`src/rtl/sdram_init_refresh.sv`:
```
// sdram_init_refresh
// Command sequencer sitting between the PLL-lock/CKE power-up logic and the SDRAM
// read/write arbiter. While start is high it runs the JEDEC init sequence
// (power-up wait, PRECHARGE ALL, N x AUTO REFRESH, LOAD MODE REGISTER) and then
// requests periodic AUTO REFRESH from the arbiter through refresh_req/refresh_grant.
// Build macro SDRAM_INIT_FAST_SIM_EN: power-up wait becomes 16 cycles and the
// refresh interval becomes 64 cycles (simulation only). Undefined by default.
module sdram_init_refresh #(
    parameter int unsigned CLK_MHZ          = 166,
    parameter int unsigned POWERUP_US       = 200,
    parameter int unsigned INIT_REFRESHES   = 8,
    parameter int unsigned T_RP             = 3,
    parameter int unsigned T_RFC            = 10,
    parameter int unsigned T_MRD            = 2,
    parameter int unsigned REFRESH_INTERVAL = 1296,
    parameter logic [12:0] MODE_REG         = 13'h030
) (
    input  logic        dram_clk,
    input  logic        reset_n,
    input  logic        start,
    output logic        cmd_cs_n,
    output logic        cmd_ras_n,
    output logic        cmd_cas_n,
    output logic        cmd_we_n,
    output logic [12:0] cmd_addr,
    output logic [1:0]  cmd_ba,
    output logic        init_done,
    output logic        refresh_req,
    input  logic        refresh_grant,
    output logic        refresh_done,
    output logic        refresh_overrun
);

`ifdef SDRAM_INIT_FAST_SIM_EN
    localparam int unsigned POWERUP_CYC = 16;
    localparam int unsigned REF_INT     = 64;
`else
    localparam int unsigned POWERUP_CYC = POWERUP_US * CLK_MHZ;
    localparam int unsigned REF_INT     = REFRESH_INTERVAL;
`endif

    // {cs_n, ras_n, cas_n, we_n}
    localparam logic [3:0] CMD_INHIBIT = 4'b1111;
    localparam logic [3:0] CMD_NOP     = 4'b0111;
    localparam logic [3:0] CMD_PRE     = 4'b0010;
    localparam logic [3:0] CMD_REF     = 4'b0001;
    localparam logic [3:0] CMD_LMR     = 4'b0000;

    localparam logic [12:0] ADDR_PRE_ALL = 13'h0400;
    localparam logic [3:0]  PEND_MAX     = 4'd8;

    typedef enum logic [3:0] {
        S_IDLE,
        S_POWERUP,
        S_PRE,
        S_WAIT_RP,
        S_INIT_REF,
        S_WAIT_RFC,
        S_LMR,
        S_WAIT_MRD,
        S_READY,
        S_PER_REF,
        S_PER_WAIT
    } state_t;

    state_t      r_state;
    state_t      w_next_state;
    logic [15:0] r_wait_cnt;
    logic [15:0] w_wait_cnt_next;
    logic [3:0]  r_ref_cnt;
    logic [3:0]  w_ref_cnt_next;
    logic [15:0] r_timer;
    logic [15:0] w_timer_next;
    logic [3:0]  r_pending;
    logic [3:0]  w_pending_next;
    logic        r_overrun;
    logic        w_overrun_next;
    logic        w_timer_run;
    logic        w_wrap;
    logic        w_per_dec;
    logic [3:0]  r_cmd;
    logic [3:0]  w_cmd;
    logic [12:0] r_addr;
    logic [12:0] w_addr;
    logic        r_init_done;
    logic        r_refresh_req;
    logic        r_refresh_done;

    // State, wait counter and init refresh counter registers
    always_ff @(posedge dram_clk or negedge reset_n) begin
        if (!reset_n) begin
            r_state    <= S_IDLE;
            r_wait_cnt <= '0;
            r_ref_cnt  <= '0;
        end else begin
            r_state    <= w_next_state;
            r_wait_cnt <= w_wait_cnt_next;
            r_ref_cnt  <= w_ref_cnt_next;
        end
    end

    // Next-state logic; the wait counter is loaded with (delay-1) on entry to each
    // command state, so the command cycle itself counts towards its own delay
    always_comb begin
        w_next_state    = r_state;
        w_wait_cnt_next = (r_wait_cnt != '0) ? r_wait_cnt - 16'd1 : '0;
        w_ref_cnt_next  = r_ref_cnt;
        if (!start) begin
            w_next_state    = S_IDLE;
            w_wait_cnt_next = '0;
            w_ref_cnt_next  = '0;
        end else begin
            unique case (r_state)
                S_IDLE: begin
                    w_next_state    = S_POWERUP;
                    w_wait_cnt_next = 16'(POWERUP_CYC - 1);
                    w_ref_cnt_next  = '0;
                end
                S_POWERUP: begin
                    if (r_wait_cnt == '0) begin
                        w_next_state    = S_PRE;
                        w_wait_cnt_next = 16'(T_RP - 1);
                    end
                end
                S_PRE: begin
                    w_next_state = S_WAIT_RP;
                end
                S_WAIT_RP: begin
                    if (r_wait_cnt == '0) begin
                        w_next_state    = S_INIT_REF;
                        w_wait_cnt_next = 16'(T_RFC - 1);
                    end
                end
                S_INIT_REF: begin
                    w_next_state   = S_WAIT_RFC;
                    w_ref_cnt_next = r_ref_cnt + 4'd1;
                end
                S_WAIT_RFC: begin
                    if (r_wait_cnt == '0) begin
                        if (r_ref_cnt == 4'(INIT_REFRESHES)) begin
                            w_next_state    = S_LMR;
                            w_wait_cnt_next = 16'(T_MRD - 1);
                        end else begin
                            w_next_state    = S_INIT_REF;
                            w_wait_cnt_next = 16'(T_RFC - 1);
                        end
                    end
                end
                S_LMR: begin
                    w_next_state = S_WAIT_MRD;
                end
                S_WAIT_MRD: begin
                    if (r_wait_cnt == '0) begin
                        w_next_state = S_READY;
                    end
                end
                S_READY: begin
                    if (r_refresh_req && refresh_grant) begin
                        w_next_state    = S_PER_REF;
                        w_wait_cnt_next = 16'(T_RFC - 1);
                    end
                end
                S_PER_REF: begin
                    w_next_state = S_PER_WAIT;
                end
                S_PER_WAIT: begin
                    if (r_wait_cnt == '0) begin
                        w_next_state = S_READY;
                    end
                end
                default: begin
                    w_next_state = S_IDLE;
                end
            endcase
        end
    end

    // Refresh interval timer and pending-refresh bookkeeping
    always_comb begin
        w_timer_run    = (r_state == S_READY) || (r_state == S_PER_REF) ||
                         (r_state == S_PER_WAIT);
        w_wrap         = w_timer_run && (r_timer == 16'(REF_INT - 1));
        w_per_dec      = (r_state == S_PER_REF);
        w_timer_next   = r_timer;
        w_pending_next = r_pending;
        w_overrun_next = r_overrun;
        if (!start) begin
            w_timer_next   = '0;
            w_pending_next = '0;
            w_overrun_next = 1'b0;
        end else begin
            if (w_timer_run) begin
                w_timer_next = w_wrap ? '0 : r_timer + 16'd1;
            end
            // A wrap coinciding with a periodic refresh command cancels out
            if (w_wrap && !w_per_dec) begin
                if (r_pending == PEND_MAX) begin
                    w_overrun_next = 1'b1;
                end else begin
                    w_pending_next = r_pending + 4'd1;
                end
            end else if (w_per_dec && !w_wrap) begin
                w_pending_next = r_pending - 4'd1;
            end
        end
    end

    // Timer, pending count and sticky overrun registers
    always_ff @(posedge dram_clk or negedge reset_n) begin
        if (!reset_n) begin
            r_timer   <= '0;
            r_pending <= '0;
            r_overrun <= 1'b0;
        end else begin
            r_timer   <= w_timer_next;
            r_pending <= w_pending_next;
            r_overrun <= w_overrun_next;
        end
    end

    // Command decode from the next state so the registered pins line up with the state
    always_comb begin
        w_cmd  = CMD_NOP;
        w_addr = '0;
        unique case (w_next_state)
            S_IDLE:                 w_cmd = CMD_INHIBIT;
            S_PRE: begin
                w_cmd  = CMD_PRE;
                w_addr = ADDR_PRE_ALL;
            end
            S_INIT_REF, S_PER_REF:  w_cmd = CMD_REF;
            S_LMR: begin
                w_cmd  = CMD_LMR;
                w_addr = MODE_REG;
            end
            default:                w_cmd = CMD_NOP;
        endcase
    end

    // Registered command bus and status outputs
    always_ff @(posedge dram_clk or negedge reset_n) begin
        if (!reset_n) begin
            r_cmd          <= CMD_INHIBIT;
            r_addr         <= '0;
            r_init_done    <= 1'b0;
            r_refresh_req  <= 1'b0;
            r_refresh_done <= 1'b0;
        end else begin
            r_cmd          <= w_cmd;
            r_addr         <= w_addr;
            r_init_done    <= start && (r_init_done || (w_next_state == S_READY));
            r_refresh_req  <= (w_next_state == S_READY) && (w_pending_next != '0);
            r_refresh_done <= start && (r_state == S_PER_WAIT) && (r_wait_cnt == '0);
        end
    end

    assign {cmd_cs_n, cmd_ras_n, cmd_cas_n, cmd_we_n} = r_cmd;
    assign cmd_addr        = r_addr;
    assign cmd_ba          = '0;
    assign init_done       = r_init_done;
    assign refresh_req     = r_refresh_req;
    assign refresh_done    = r_refresh_done;
    assign refresh_overrun = r_overrun;

endmodule

```
`config.mk`:
```
export PLATFORM = sky130hd
export DESIGN_NAME = sdram_init_refresh
export DESIGN_NICKNAME = d
export VERILOG_FILES = /design/src/rtl/sdram_init_refresh.sv
export SDC_FILE = /design/constraint.sdc
export NUM_CORES = 1
export LEC_CHECK = 0
export ABC_AREA = 1
export ABC_CLOCK_PERIOD_IN_PS = 3050
export CAP_MARGIN = 20
export CORE_MARGIN = 1
export CORE_UTILIZATION = 60
export CTS_CLUSTER_SIZE = 30
export DETAILED_ROUTE_END_ITERATION = 10
export PLACE_DENSITY = 0.91
export SETUP_SLACK_MARGIN = 0.1
export SLEW_MARGIN = 20
export SYNTH_ARGS = -nofsm -noshare
export SYNTH_HDL_FRONTEND = slang
export SYNTH_SLANG_ARGS = --single-unit
```
`constraint.sdc`:
```
create_clock -name dram_clk -period 3.05 [get_ports dram_clk]
set_input_delay 0.61 -clock dram_clk [delete_from_list [all_inputs] [get_ports dram_clk]]
set_output_delay 0.61 -clock dram_clk [all_outputs]
set_load 0.005 [all_outputs]
```
---- Word-level counts from Yosys, hierarchy flattened ----
Index checks and enable logic that the tools add are counted.
word-level totals
  register bits ........................... 63
  input port bits ......................... 4
  word-level logic and storage cells ...... 89
operators by class
  $add $sub $neg .......................... 5
  equality and inequality tests ........... 22
  mux-type cells .......................... 30
  reductions and logical operators ........ 21
operator list
  cell                                                   count
  2-to-1 mux 16 bit                                      9
  case mux 16 bit (5 select lines)                       1
  2-to-1 mux 4 bit                                       12
  case mux 4 bit (10 select lines)                       1
  equality test 4 bit, second input constant             7
  equality test 4 x 3 -> 1 bit, second input constant    6
  case mux 11 bit (2 select lines)                       1
  adder 16 x 1 -> 16 bit, second input constant          1
  equality test 16 x 11 -> 1 bit, second input constant  1
  zero test 16 bit                                       1
  case mux 4 bit (4 select lines)                        1
  nonzero test 16 bit                                    1
  subtractor 16 x 1 -> 16 bit, second input constant     1
  equality test 4 x 2 -> 1 bit, second input constant    3
  adder 4 x 1 -> 4 bit, second input constant            2
  logical AND 1 bit                                      8
  zero test 4 bit                                        2
  case mux 4 bit (2 select lines)                        1
  inequality test 2 x 1 -> 1 bit, second input constant  3
  equality test 4 x 1 -> 1 bit, second input constant    1
  nonzero test 4 bit                                     1
  OR reduction 2 bit                                     2
  subtractor 4 x 1 -> 4 bit, second input constant       1
  logical OR 1 bit                                       3
  other kinds (5)                                        8

---- Longest topological paths before layout ----
Gate-level depths: netlist (run 1).
  depth in word-level cells ............... 11
  depth in mapped cells ................... 14
  mapped depth without buffers ............ 14

---- Least setup slack after synthesis (run 1) ----
No wires, ideal clock.
  path type ............................... register to register
  from .................................... register r_wait_cnt[0]
  to ...................................... register r_init_done (netlist: init_done)
  arrival time ............................ 1,562 ps
  slack ................................... 1,413 ps
  cell stages (with the launch flop) ...... 11
  buffers on the path ..................... 0
  path through ............................ dfrtp_1 inv_1 ha_1 nand2_4 nor2_2 a21oi_1 nor2_2 nand3_4 nand2_2 nand3_2 a21oi_2
on the way
  word-level cells in the longest chain between the ends .. 7
  elaborated cells between the ends (all ways) .. 10
  those cells by class .................... eq/ne: 1; mux: 6; reduce/logical: 3
ends and longest elaborated chain
  what                                  RTL line  RTL
  start, declared                       68        logic [15:0] r_wait_cnt;
  start signal, assigned                97        r_wait_cnt <= w_wait_cnt_next;
  zero test 16 bit (*)                  n/a
  2-to-1 mux 4 bit (on tied branches)   n/a
  case mux 4 bit (10 select lines) (*)  113       unique case (r_state)
  2-to-1 mux 4 bit (*)                  108       if (!start) begin
  equality test 4 bit (*)               251       r_init_done <= start && (r_init_done || (w_next_state == S_READY));
  logical OR 1 bit (*)                  251
  logical AND 1 bit (*)                 251
  end signal, assigned                  251
  end, declared                         85        logic r_init_done;
Mark *: on every way between the ends. The rest lies on a longest branch, timed or not.
A chain may end at the register's enable or synchronous reset.

---- Worst setup path in the final report (run 1) ----
  from .................................... register r_wait_cnt[0]
  to ...................................... register r_wait_cnt[14]
on the way
  word-level cells in the longest chain between the ends .. 5
  elaborated cells between the ends (all ways) .. 10
  those cells by class .................... add/sub: 1; mux: 7; reduce/logical: 2
ends and longest elaborated chain
  what                                                                RTL line  RTL
  subtractor 16 x 1 -> 16 bit or nonzero test 16 bit (tied branches)  106       w_wait_cnt_next = (r_wait_cnt != '0) ? r_wait_cnt - 16'd1 : '0;
  2-to-1 mux 16 bit                                                   106
  2-to-1 mux 16 bit (on tied branches)                                n/a
  case mux 16 bit (5 select lines) (*)                                113
  2-to-1 mux 16 bit (*)                                               108
  net w_wait_cnt_next[14]                                             69        logic [15:0] w_wait_cnt_next;
The timed path passes the listed nets; every way through them passes the cells marked *.

==> key figures, run 1 <==
Run status
  • Outcome: finished clean

Finish
  • N_diodes: 0
  • Synth-to-layout area growth: 7.22%
  • Fraction of layout cells with a size suffix above 1: 17.6%
  • Non-Filler Cell Area, Final: 3720 um2
  • Final nets: 457

STA
  • Slew HR: 42.1%
  • Clock skew: 0.0165 ns
  • Final Hold Fails: 0
  • Fin Setup TNS: 0 ns
  • RSZ-0062 raised after global routing: false
  • Fin crit share: 64.7%
  • Highest Clock Rate: 507 MHz
  • Post-layout minimum cycle time: 1.97 ns
  • Final setup viols: 0
  • Fin. max-slew vios: 0
  • Slew of the pin with the lowest slew margin: 0.869 ns

CTS
  • CTS tree: built
  • CTS max path bufs: 2
  • Clk Latency, worst-skew pair: 0.31 ns
  • Htree depth: 2
  • TritonCTS buffer count: 5
  • Post-CTS Hold Buffers: 0
  • Setup Buffers After CTS: 0
  • Sink Count: 54
  • Root buffer cell: clkbuf_8
  • Worst-path clk slew: 0.10 ns
  • CTS resizes: 0

Drt
  • Final wirelength: 7.32 mm
  • DRC viols: 0
  • Vias: 2,936
  • DRT iter0 DRCs: 207
  • TritonRoute pass-1 iters: 4
  • WL/cell: 14.1 um
  • Avg Vias per Cell: 5.65
  • Antenna viol nets, final: 0

Synth
  • Post-Syn Area per Cell: 8.06 um2
  • Most common flop cell mapped by yosys: dfrtp_1
  • Ys async rst share: 100%
  • Number of synthesized flops with an enable pin: 0
  • Synth Instances: 430
  • Share of the synthesized area in the top cell type: 36.1%
  • Synth cell count leaders: nand2_1 (60), inv_1 (56), dfrtp_1 (50), nor2_1 (48), nand3_1 (25)
  • Sequential area share after synthesis: 39.1%
  • Yosys warns: 0
  • Most frequent cell after synthesis: nand2_1
  • Synth cell types: 44
  • Synth area leader: dfrtp_1
  • Yosys reg bits: 54
  • Mapped Area: 3470 um2
  • Main area contributors after synthesis: dfrtp_1 (36%), nand2_1 (6.5%), inv_1 (6.1%)

Placed design
  • RD Place Congestion: 0.894
  • Placed cell areas: 3630 um2
  • DP Wirelength: 5.42 mm
  • IO Port Bufs: 14

Worst setup path
  • Critical Path Sink: r_wait_cnt[14]$_DFF_PN0_
  • Critical path fanouts, max: 13
  • Reg2Reg Setup Slack: 1.08 ns
  • Crit Path Class: reg -> reg
  • FF-to-FF End: r_wait_cnt[14]$_DFF_PN0_
  • Reg-to-reg startpoint: r_wait_cnt[0]$_DFF_PN0_
  • Type of origin of the critical path: flop
  • Reg2Reg Depth: 8
  • WP data arrival: 2.18 ns
  • Critical Path RT: 3.25 ns
  • Critical path endpoint category: flop
  • Worst Setup SP: r_wait_cnt[0]$_DFF_PN0_

Global routing
  • First-pass GRT wire length: 12.6 mm
  • Grt ovf: 0
  • Gr usage total: 26.0%
  • Largest net degree at the start of global routing: 39
  • Initial antenna violation count: 0
  • Vias in the first global route: 2,902

Power and ir drop
  • Leak: 0.00178 uW
  • Worst VDD drop: 0.212 mV
  • Pwr dens: 399 nW/um2

Die
  • IO Count: 27
  • Die Width: 78.0 um
  • Core box area: 5540 um2
  • Die Ht: 78.0 um
  • Initial cell density of the core: 62.6%
  • # rows: 27
  • Die ar.: 6090 um2

Hold path
  • Worst hold path class: in -> async

Job
  • Max-cap viol count: 0
## placed cells by master, fill, tap and decap left out, types with 9 or more instances in the layout
| cell type | n |
|---|---|
| nor3_1 | 13 |
| o21ai_0 | 15 |
| clkdlybuf4s50_1 | 13 |
| dfrtp_1 | 50 |
| nor2_1 | 48 |
| a21oi_1 | 21 |
| nand3_1 | 25 |
| nor2_2 | 12 |
| nand2_1 | 60 |
| inv_1 | 56 |
| xor2_1 | 9 |
| nand2_2 | 16 |
| conb_1 | 12 |
| nand4_1 | 14 |
## where the power goes
group	switching, uW	leakage [uW]	internal (uW)	total, uW
Combinational	196	0.00101	97.6	293
Clock	232	0.0000482	184	416
Sequential	30.3	0.000725	743	773
Total	459	0.00178	1020	1480
## flip-flops by register name, summed over array words and instances (netlist names)
register	flops
init_done	1
r_timer	16
r_wait_cnt	16
r_ref_cnt	4
r_cmd	4
cmd_addr	2
refresh_overrun	1
refresh_req	1
r_state	4
r_pending	4
refresh_done	1
## critical path: stages (launching register included)
cell and delay [ns]:
dfrtp_1 0.40, inv_1 0.12, ha_1 0.31, nand2_4 0.12, nor2_2 0.18, nand2_2 0.13
nand3_1 0.39, a21oi_1 0.08, o21a_1 0.13
## metrics by stage
step	hold slack [ns]	setup slack, ns	cells	power, uW	util, %
after floorplan	0.314	1.41	441	1020	-
after global placement	0.492	0.895	512	1060	65.4
after detailed placement	0.496	0.803	512	1080	65.4
after CTS	0.426	1.08	520	1490	67.1
after global routing	0.468	0.843	520	1550	67.1
final	0.399	1.08	520	1480	67.1
## worst min-delay path by stage
stage / slack [ns] / end / cells past startpoint / from
floorplan: 0.31 / cmd_addr[10]$_DFF_PN0_ / 0 / reset_n
global placement: 0.49 / refresh_overrun$_DFFE_PN0P_ / 1 / refresh_overrun$_DFFE_PN0P_
detailed placement: 0.50 / refresh_overrun$_DFFE_PN0P_ / 1 / refresh_overrun$_DFFE_PN0P_
CTS: 0.43 / r_wait_cnt[3]$_DFF_PN0_ / 1 / reset_n
global route: 0.47 / r_wait_cnt[15]$_DFF_PN0_ / 1 / reset_n
finish: 0.40 / refresh_done$_DFF_PN0_ / 1 / reset_n
## per-layer routing
layer  vias to the layer above  wire length, um  global-route usage [%]
li1                       1407                -                       -
met1                      1422             3100                    31.1
met2                        94             3800                    48.1
met3                        13              340                    4.07
met4                         0               79                    7.41
met5                         -                0                       0
## final cells by class
cell class / instances / area, um2
Inverter: 62 / 234
Timing Repair Buffer: 16 / 150
Clock buffer: 7 / 86.3
Clock inverter: 1 / 5.00
Multi-Input combinational cell: 308 / 1800
Sequential cell: 54 / 1360
Tap cell: 72 / 90.1
Fill cell: 448 / 1820
## logic make-up after synthesis
group	Yosys count	synth area share, %
AO/OA/AOI/OAI	53	9.20
XOR/XNOR	17	4.29
adder cells (fa/ha/maj)	6	2.17
buffers and inverters	79	10.3
flip-flops	54	39.1
other	1	0.108
AND/OR/NAND/NOR	220	34.8
No activity file was read; power rests on OpenSTA's default activity.
==> inputs of run 2 (changes only) <==
--- a/config.mk
+++ b/config.mk
@@ -6,13 +6,13 @@
 export NUM_CORES = 1
 export LEC_CHECK = 0
 export ABC_AREA = 1
-export ABC_CLOCK_PERIOD_IN_PS = 3050
+export ABC_CLOCK_PERIOD_IN_PS = 1900
 export CAP_MARGIN = 20
 export CORE_MARGIN = 1
-export CORE_UTILIZATION = 60
+export CORE_UTILIZATION = 59
 export CTS_CLUSTER_SIZE = 30
 export DETAILED_ROUTE_END_ITERATION = 10
-export PLACE_DENSITY = 0.91
+export PLACE_DENSITY = 0.9
 export SETUP_SLACK_MARGIN = 0.1
 export SLEW_MARGIN = 20
 export SYNTH_ARGS = -nofsm -noshare
==> constraint.sdc (replaced) <==
create_clock -name dram_clk -period 1.9 [get_ports dram_clk]
set_input_delay 0.38 -clock dram_clk [delete_from_list [all_inputs] [get_ports dram_clk]]
set_output_delay 0.38 -clock dram_clk [all_outputs]
set_load 0.005 [all_outputs]
==> key figures, run 2 (synthesis gave the netlist of run 1 again) <==
Run status
  • Outcome: finished clean

Drt
  • Antenna viol nets, final: 0
  • Avg Vias per Cell: 5.69
  • TritonRoute pass-1 iters: 6
  • DRC viols: 0
  • Final wirelength: 8.00 mm
  • Vias: 3,083
  • WL/cell: 14.8 um
  • DRT iter0 DRCs: 208

Die
  • Die ar.: 6190 um2
  • # rows: 27
  • IO Count: 27
  • Die Width: 78.7 um
  • Initial cell density of the core: 62.2%
  • Core box area: 5570 um2
  • Die Ht: 78.7 um

Power and ir drop
  • Overall Power: 2520 uW
  • Psw: 837 uW
  • Leak: 0.00196 uW
  • Pwr dens: 625 nW/um2
  • Sequential Power Share: 49.5%
  • Logic pwr share: 22.4%
  • Worst VDD drop: 0.451 mV
  • Switching share of total power: 33.2%
  • Clk network pwr share: 28.1%
  • Pint: 1680 uW

Finish
  • Largest registers: r_timer (16), r_wait_cnt (16)
  • Synth-to-layout area growth: 16.2%
  • N_diodes: 0
  • Area of the multi-input gates: 1890 um2
  • Commonest non-fill, non-tap cells in the layout: nand2_1 (56), inv_1 (53), dfrtp_1 (48), nor2_1 (41), nand3_1 (25)
  • Commonest non-fill, non-tap cell in the layout: nand2_1
  • Fraction of layout cells with a size suffix above 1: 25.3%
  • Fill cells: 357
  • FF/Latch Area: 1360 um2
  • Final nets: 479

STA
  • WHS: 0.0190 ns
  • Fin crit share: 93.7%
  • RSZ-0062 raised after global routing: true
  • Fin. max-slew vios: 0
  • Final setup viols: 0
  • Clock skew: 0.00817 ns
  • Slew of the pin with the lowest slew margin: 0.536 ns
  • Final Hold Fails: 0
  • Post-layout minimum cycle time: 1.78 ns
  • Highest Clock Rate: 562 MHz
  • Slew HR: 64.3%

CTS
  • Htree depth: 2
  • Post-CTS Hold Buffers: 0
  • TritonCTS buffer count: 5
  • Root buffer cell: clkbuf_8
  • Sink Count: 54
  • CTS max path bufs: 2
  • Clk Latency, worst-skew pair: 0.32 ns
  • CTS tree: built
  • Worst-path clk slew: 0.11 ns

Placed design
  • DP Wirelength: 5.48 mm
  • RD Place Congestion: 0.949
  • IO Port Bufs: 14

Job
  • Max-cap viol count: 0

Global routing
  • Largest net degree at the start of global routing: 24
  • Gr usage total: 26.0%
  • Initial antenna violation count: 0
  • Grt ovf: 0
  • Vias in the first global route: 2,861
  • First-pass GRT wire length: 12.6 mm

Worst setup path
  • Critical Path RT: 2.14 ns
  • Reg2Reg Setup Slack: 0.12 ns
  • Reg-to-reg startpoint: r_state[3]$_DFF_PN0_
  • Critical path endpoint category: flop
  • Type of origin of the critical path: flop
  • Crit Path Class: reg -> reg
  • WP data arrival: 2.02 ns
  • Critical path fanouts, max: 5
  • Worst Setup SP: r_state[3]$_DFF_PN0_
  • FF-to-FF End: r_wait_cnt[3]$_DFF_PN0_
  • Reg2Reg Depth: 9
  • Critical Path Sink: r_wait_cnt[3]$_DFF_PN0_

Hold path
  • Worst hold path class: in -> async
## run 2: cell types whose count changed in the layout (fill, tap and decap cells not counted), moves of 4 or more
cell,previous run,this run
buf_4,2,21
nor2_1,48,41
nor2_4,8,14
nand2_1,60,56
## run 2: cell type report
type                            instances  area share [%]
Multi-Input combinational cell        308            47.0
Inverter                               62            5.87
Clock buffer                            5            1.71
Timing Repair Buffer                   38            8.76
Clock inverter                          3           0.714
Tap cell                               72            2.24
Sequential cell                        54            33.7
## run 2: layer usage
| metal | routed length, um | share of wire, % | global-route usage (%) |
|---|---|---|---|
| met5 | 0 | 0 | 0 |
| met4 | 162 | 2.0 | 7.78 |
| met3 | 482 | 6.0 | 4.07 |
| met2 | 4090 | 51 | 45.0 |
| met1 | 3260 | 41 | 33.2 |
## run 2: worst max-delay path: stages, from the launching register on
cell     delay [ns]
dfrtp_1        0.46
inv_1          0.17
nand2_2        0.10
nor2_2         0.22
inv_1          0.10
nand2_1        0.10
o21ai_0        0.10
a21oi_1        0.21
nor3_1         0.10
nor3_1         0.14
## run 2: power groups by stage
stage | logic (uW) | registers, uW | clock network [uW]
after global routing | 620 | 1250 | 754
after CTS | 501 | 1240 | 712
after floorplan | 383 | 1250 | 0
final | 565 | 1250 | 708
after global placement | 474 | 1260 | 0
after detailed placement | 493 | 1260 | 0
## run 2: per-stage QoR
stage / utilization (%) / setup TNS [ns] / area [um2] / worst slack, ns / instances
final: 72.3 / 0 / 4030 / 0.121 / 542
after global routing: 72.3 / 0 / 4030 / 0.00985 / 542
after CTS: 68.7 / 0 / 3830 / 0.106 / 530
after detailed placement: 66.8 / -0.0149 / 3730 / -0.0149 / 522
after global placement: 66.8 / 0 / 3730 / 0.0385 / 522
after floorplan: - / 0 / 3510 / 0.263 / 441
## run 2: what timing repair did
action / CTS / global route
gates resized for setup: 3 / 27
buffers inserted: 0 / 12
endpoints found under the setup margin: 2 / 22
gates cloned: 0 / 0
pin swaps: 0 / 9
## run 2: worst min path at each step
stage	from	endpoint	slack, ns	cells past startpoint
6_report	reset_n	r_wait_cnt[9]$_DFF_PN0_	0.02	1
5_1_grt	reset_n	r_wait_cnt[9]$_DFF_PN0_	0.05	1
4_1_cts	reset_n	r_wait_cnt[9]$_DFF_PN0_	0.03	1
3_5_place_dp	reset_n	r_wait_cnt[9]$_DFF_PN0_	0.38	1
3_3_place_gp	reset_n	r_wait_cnt[10]$_DFF_PN0_	0.37	1
2_1_floorplan	reset_n	cmd_addr[10]$_DFF_PN0_	0.08	0
==> inputs of run 3 (changes only) <==
--- a/config.mk
+++ b/config.mk
@@ -8,12 +8,14 @@
 export ABC_AREA = 1
 export ABC_CLOCK_PERIOD_IN_PS = 1900
 export CAP_MARGIN = 20
+export CORE_ASPECT_RATIO = 2
 export CORE_MARGIN = 1
 export CORE_UTILIZATION = 59
 export CTS_CLUSTER_SIZE = 30
 export DETAILED_ROUTE_END_ITERATION = 10
 export PLACE_DENSITY = 0.9
 export SETUP_SLACK_MARGIN = 0.1
+export SKIP_CTS_REPAIR_TIMING = 1
 export SLEW_MARGIN = 20
 export SYNTH_ARGS = -nofsm -noshare
 export SYNTH_HDL_FRONTEND = slang
==> key figures, run 3 (synthesis gave the netlist of run 1 again) <==
Worst setup path
  • WP data arrival: 1.93 ns
  • Critical Path RT: 2.08 ns
  • Reg2Reg Setup Slack: 0.16 ns
  • Critical path endpoint category: flop
  • Critical path fanouts, max: 5
  • Crit Path Class: reg -> reg
  • Type of origin of the critical path: flop
  • Reg-to-reg startpoint: r_state[2]$_DFF_PN0_
  • Worst Setup SP: r_state[2]$_DFF_PN0_

Job
  • Max-cap viol count: 0

CTS
  • CTS tree: built
  • TritonCTS buffer count: 5
  • Sink Count: 54
  • Worst-path clk slew: 0.08 ns
  • Root buffer cell: clkbuf_16
  • Clk Latency, worst-skew pair: 0.30 ns
  • Htree depth: 2
  • CTS max path bufs: 2

Die
  • IO Count: 27
  • # rows: 39
  • Die Width: 56.2 um
  • Die Ht: 110 um
  • Core box area: 5710 um2
  • Die ar.: 6210 um2
  • Initial cell density of the core: 60.7%

Placed design
  • RD Place Congestion: 0.919
  • Placed insts: 513
  • IO Port Bufs: 14
  • DP Wirelength: 6.39 mm
  • Placed cell areas: 3700 um2

STA
  • Post-layout minimum cycle time: 1.74 ns
  • RSZ-0062 raised after global routing: true
  • Highest Clock Rate: 574 MHz
  • Fin Setup TNS: 0 ns
  • Clock skew: 0.00725 ns
  • Final setup viols: 0
  • Fin crit share: 91.7%
  • Fin. max-slew vios: 0
  • Final Hold Fails: 0

Finish
  • Largest registers: r_timer (16), r_wait_cnt (16)
  • Non-Filler Cell Area, Final: 4120 um2
  • Fraction of layout cells with a size suffix above 1: 27.5%
  • Final core occ: 72.1%
  • Synth-to-layout area growth: 18.8%
  • Commonest non-fill, non-tap cells in the layout: inv_1 (53), nand2_1 (52), dfrtp_1 (47), nor2_1 (39), buf_4 (26)
  • Cell Count, Final, Fillers Out: 534
  • Final nets: 482
  • N_diodes: 0
  • Commonest non-fill, non-tap cell in the layout: inv_1
  • Fill cells: 431
  • FF/Latch Area: 1360 um2
  • Area of the multi-input gates: 1950 um2

Global routing
  • Largest net degree at the start of global routing: 26
  • Vias in the first global route: 3,061
  • Initial antenna violation count: 0
  • Grt ovf: 0
  • Met1 Usage GRT: 24.0%
  • Top Usage Layer GRT: met2
  • Gr usage total: 27.3%
  • Met3 Resource Use GR: 3.40%
  • M2 GR Usage: 54.0%
  • First-pass GRT wire length: 13.2 mm

Power and ir drop
  • Leak: 0.00197 uW
  • Worst VDD drop: 0.760 mV
  • Pwr dens: 673 nW/um2

Run status
  • Outcome: finished clean

Drt
  • Avg Vias per Cell: 5.76
  • Antenna viol nets, final: 0
  • DRT iter0 DRCs: 143
  • WL/cell: 16.2 um
  • DRC viols: 0
  • Final wirelength: 8.65 mm
  • Vias: 3,074
  • TritonRoute pass-1 iters: 4

Hold path
  • Worst hold path class: in -> async
## run 3: final timing paths
kind	to	cells past startpoint
min in group dram_clk	r_timer[14]$_DFFE_PN0P_	2
min reg2reg	r_timer[14]$_DFFE_PN0P_	2
max in group asynchronous	r_timer[5]$_DFFE_PN0P_	3
min	r_ref_cnt[3]$_DFFE_PN0P_	2
max reg2reg	r_timer[11]$_DFFE_PN0P_	10
max	r_timer[11]$_DFFE_PN0P_	10
## run 3: where the power goes
group	switching (uW)	leakage, uW	total, uW	internal (uW)
registers	56.5	0.000721	1250	1190
clock network	443	0.0000735	974	530
logic	343	0.00117	546	203
## run 3: final cells by class
cell class | count | area share (%)
Inverter | 62 | 5.74
Timing Repair Buffer | 41 | 8.26
Clock buffer | 6 | 3.37
Sequential cell | 54 | 33.0
Multi-Input combinational cell | 308 | 47.3
Tap cell | 61 | 1.85
Clock inverter | 2 | 0.395
## run 3: metal layers
metal / share of wire [%] / up-vias
met2: 59 / 99
met1: 32 / 1475
li1: - / 1453
met5: 0 / -
met4: 6.2 / 0
met3: 2.4 / 47
## run 3: through the flow
| step | hold WS (ns) | worst slack [ns] | total power, uW |
|---|---|---|---|
| 3_3_place_gp | 0.234 | 0.110 | 1730 |
| 3_5_place_dp | 0.234 | 0.0593 | 1760 |
| 4_1_cts | -0.0768 | 0.0189 | 2710 |
| 5_1_grt | 0.483 | 0.0653 | 2870 |
| 6_report | 0.449 | 0.157 | 2770 |
| 2_1_floorplan | 0.0844 | 0.263 | 1640 |
## run 3: critical path, stage by stage (launching register included)
cell and delay, ns:
dfrtp_2 0.46, inv_2 0.12, nand2_4 0.10, inv_2 0.10, nand2_2 0.09, nand2_2 0.14
nand4_4 0.14, nor3_4 0.17, nand2_1 0.10, o21ai_0 0.15, a21oi_1 0.06
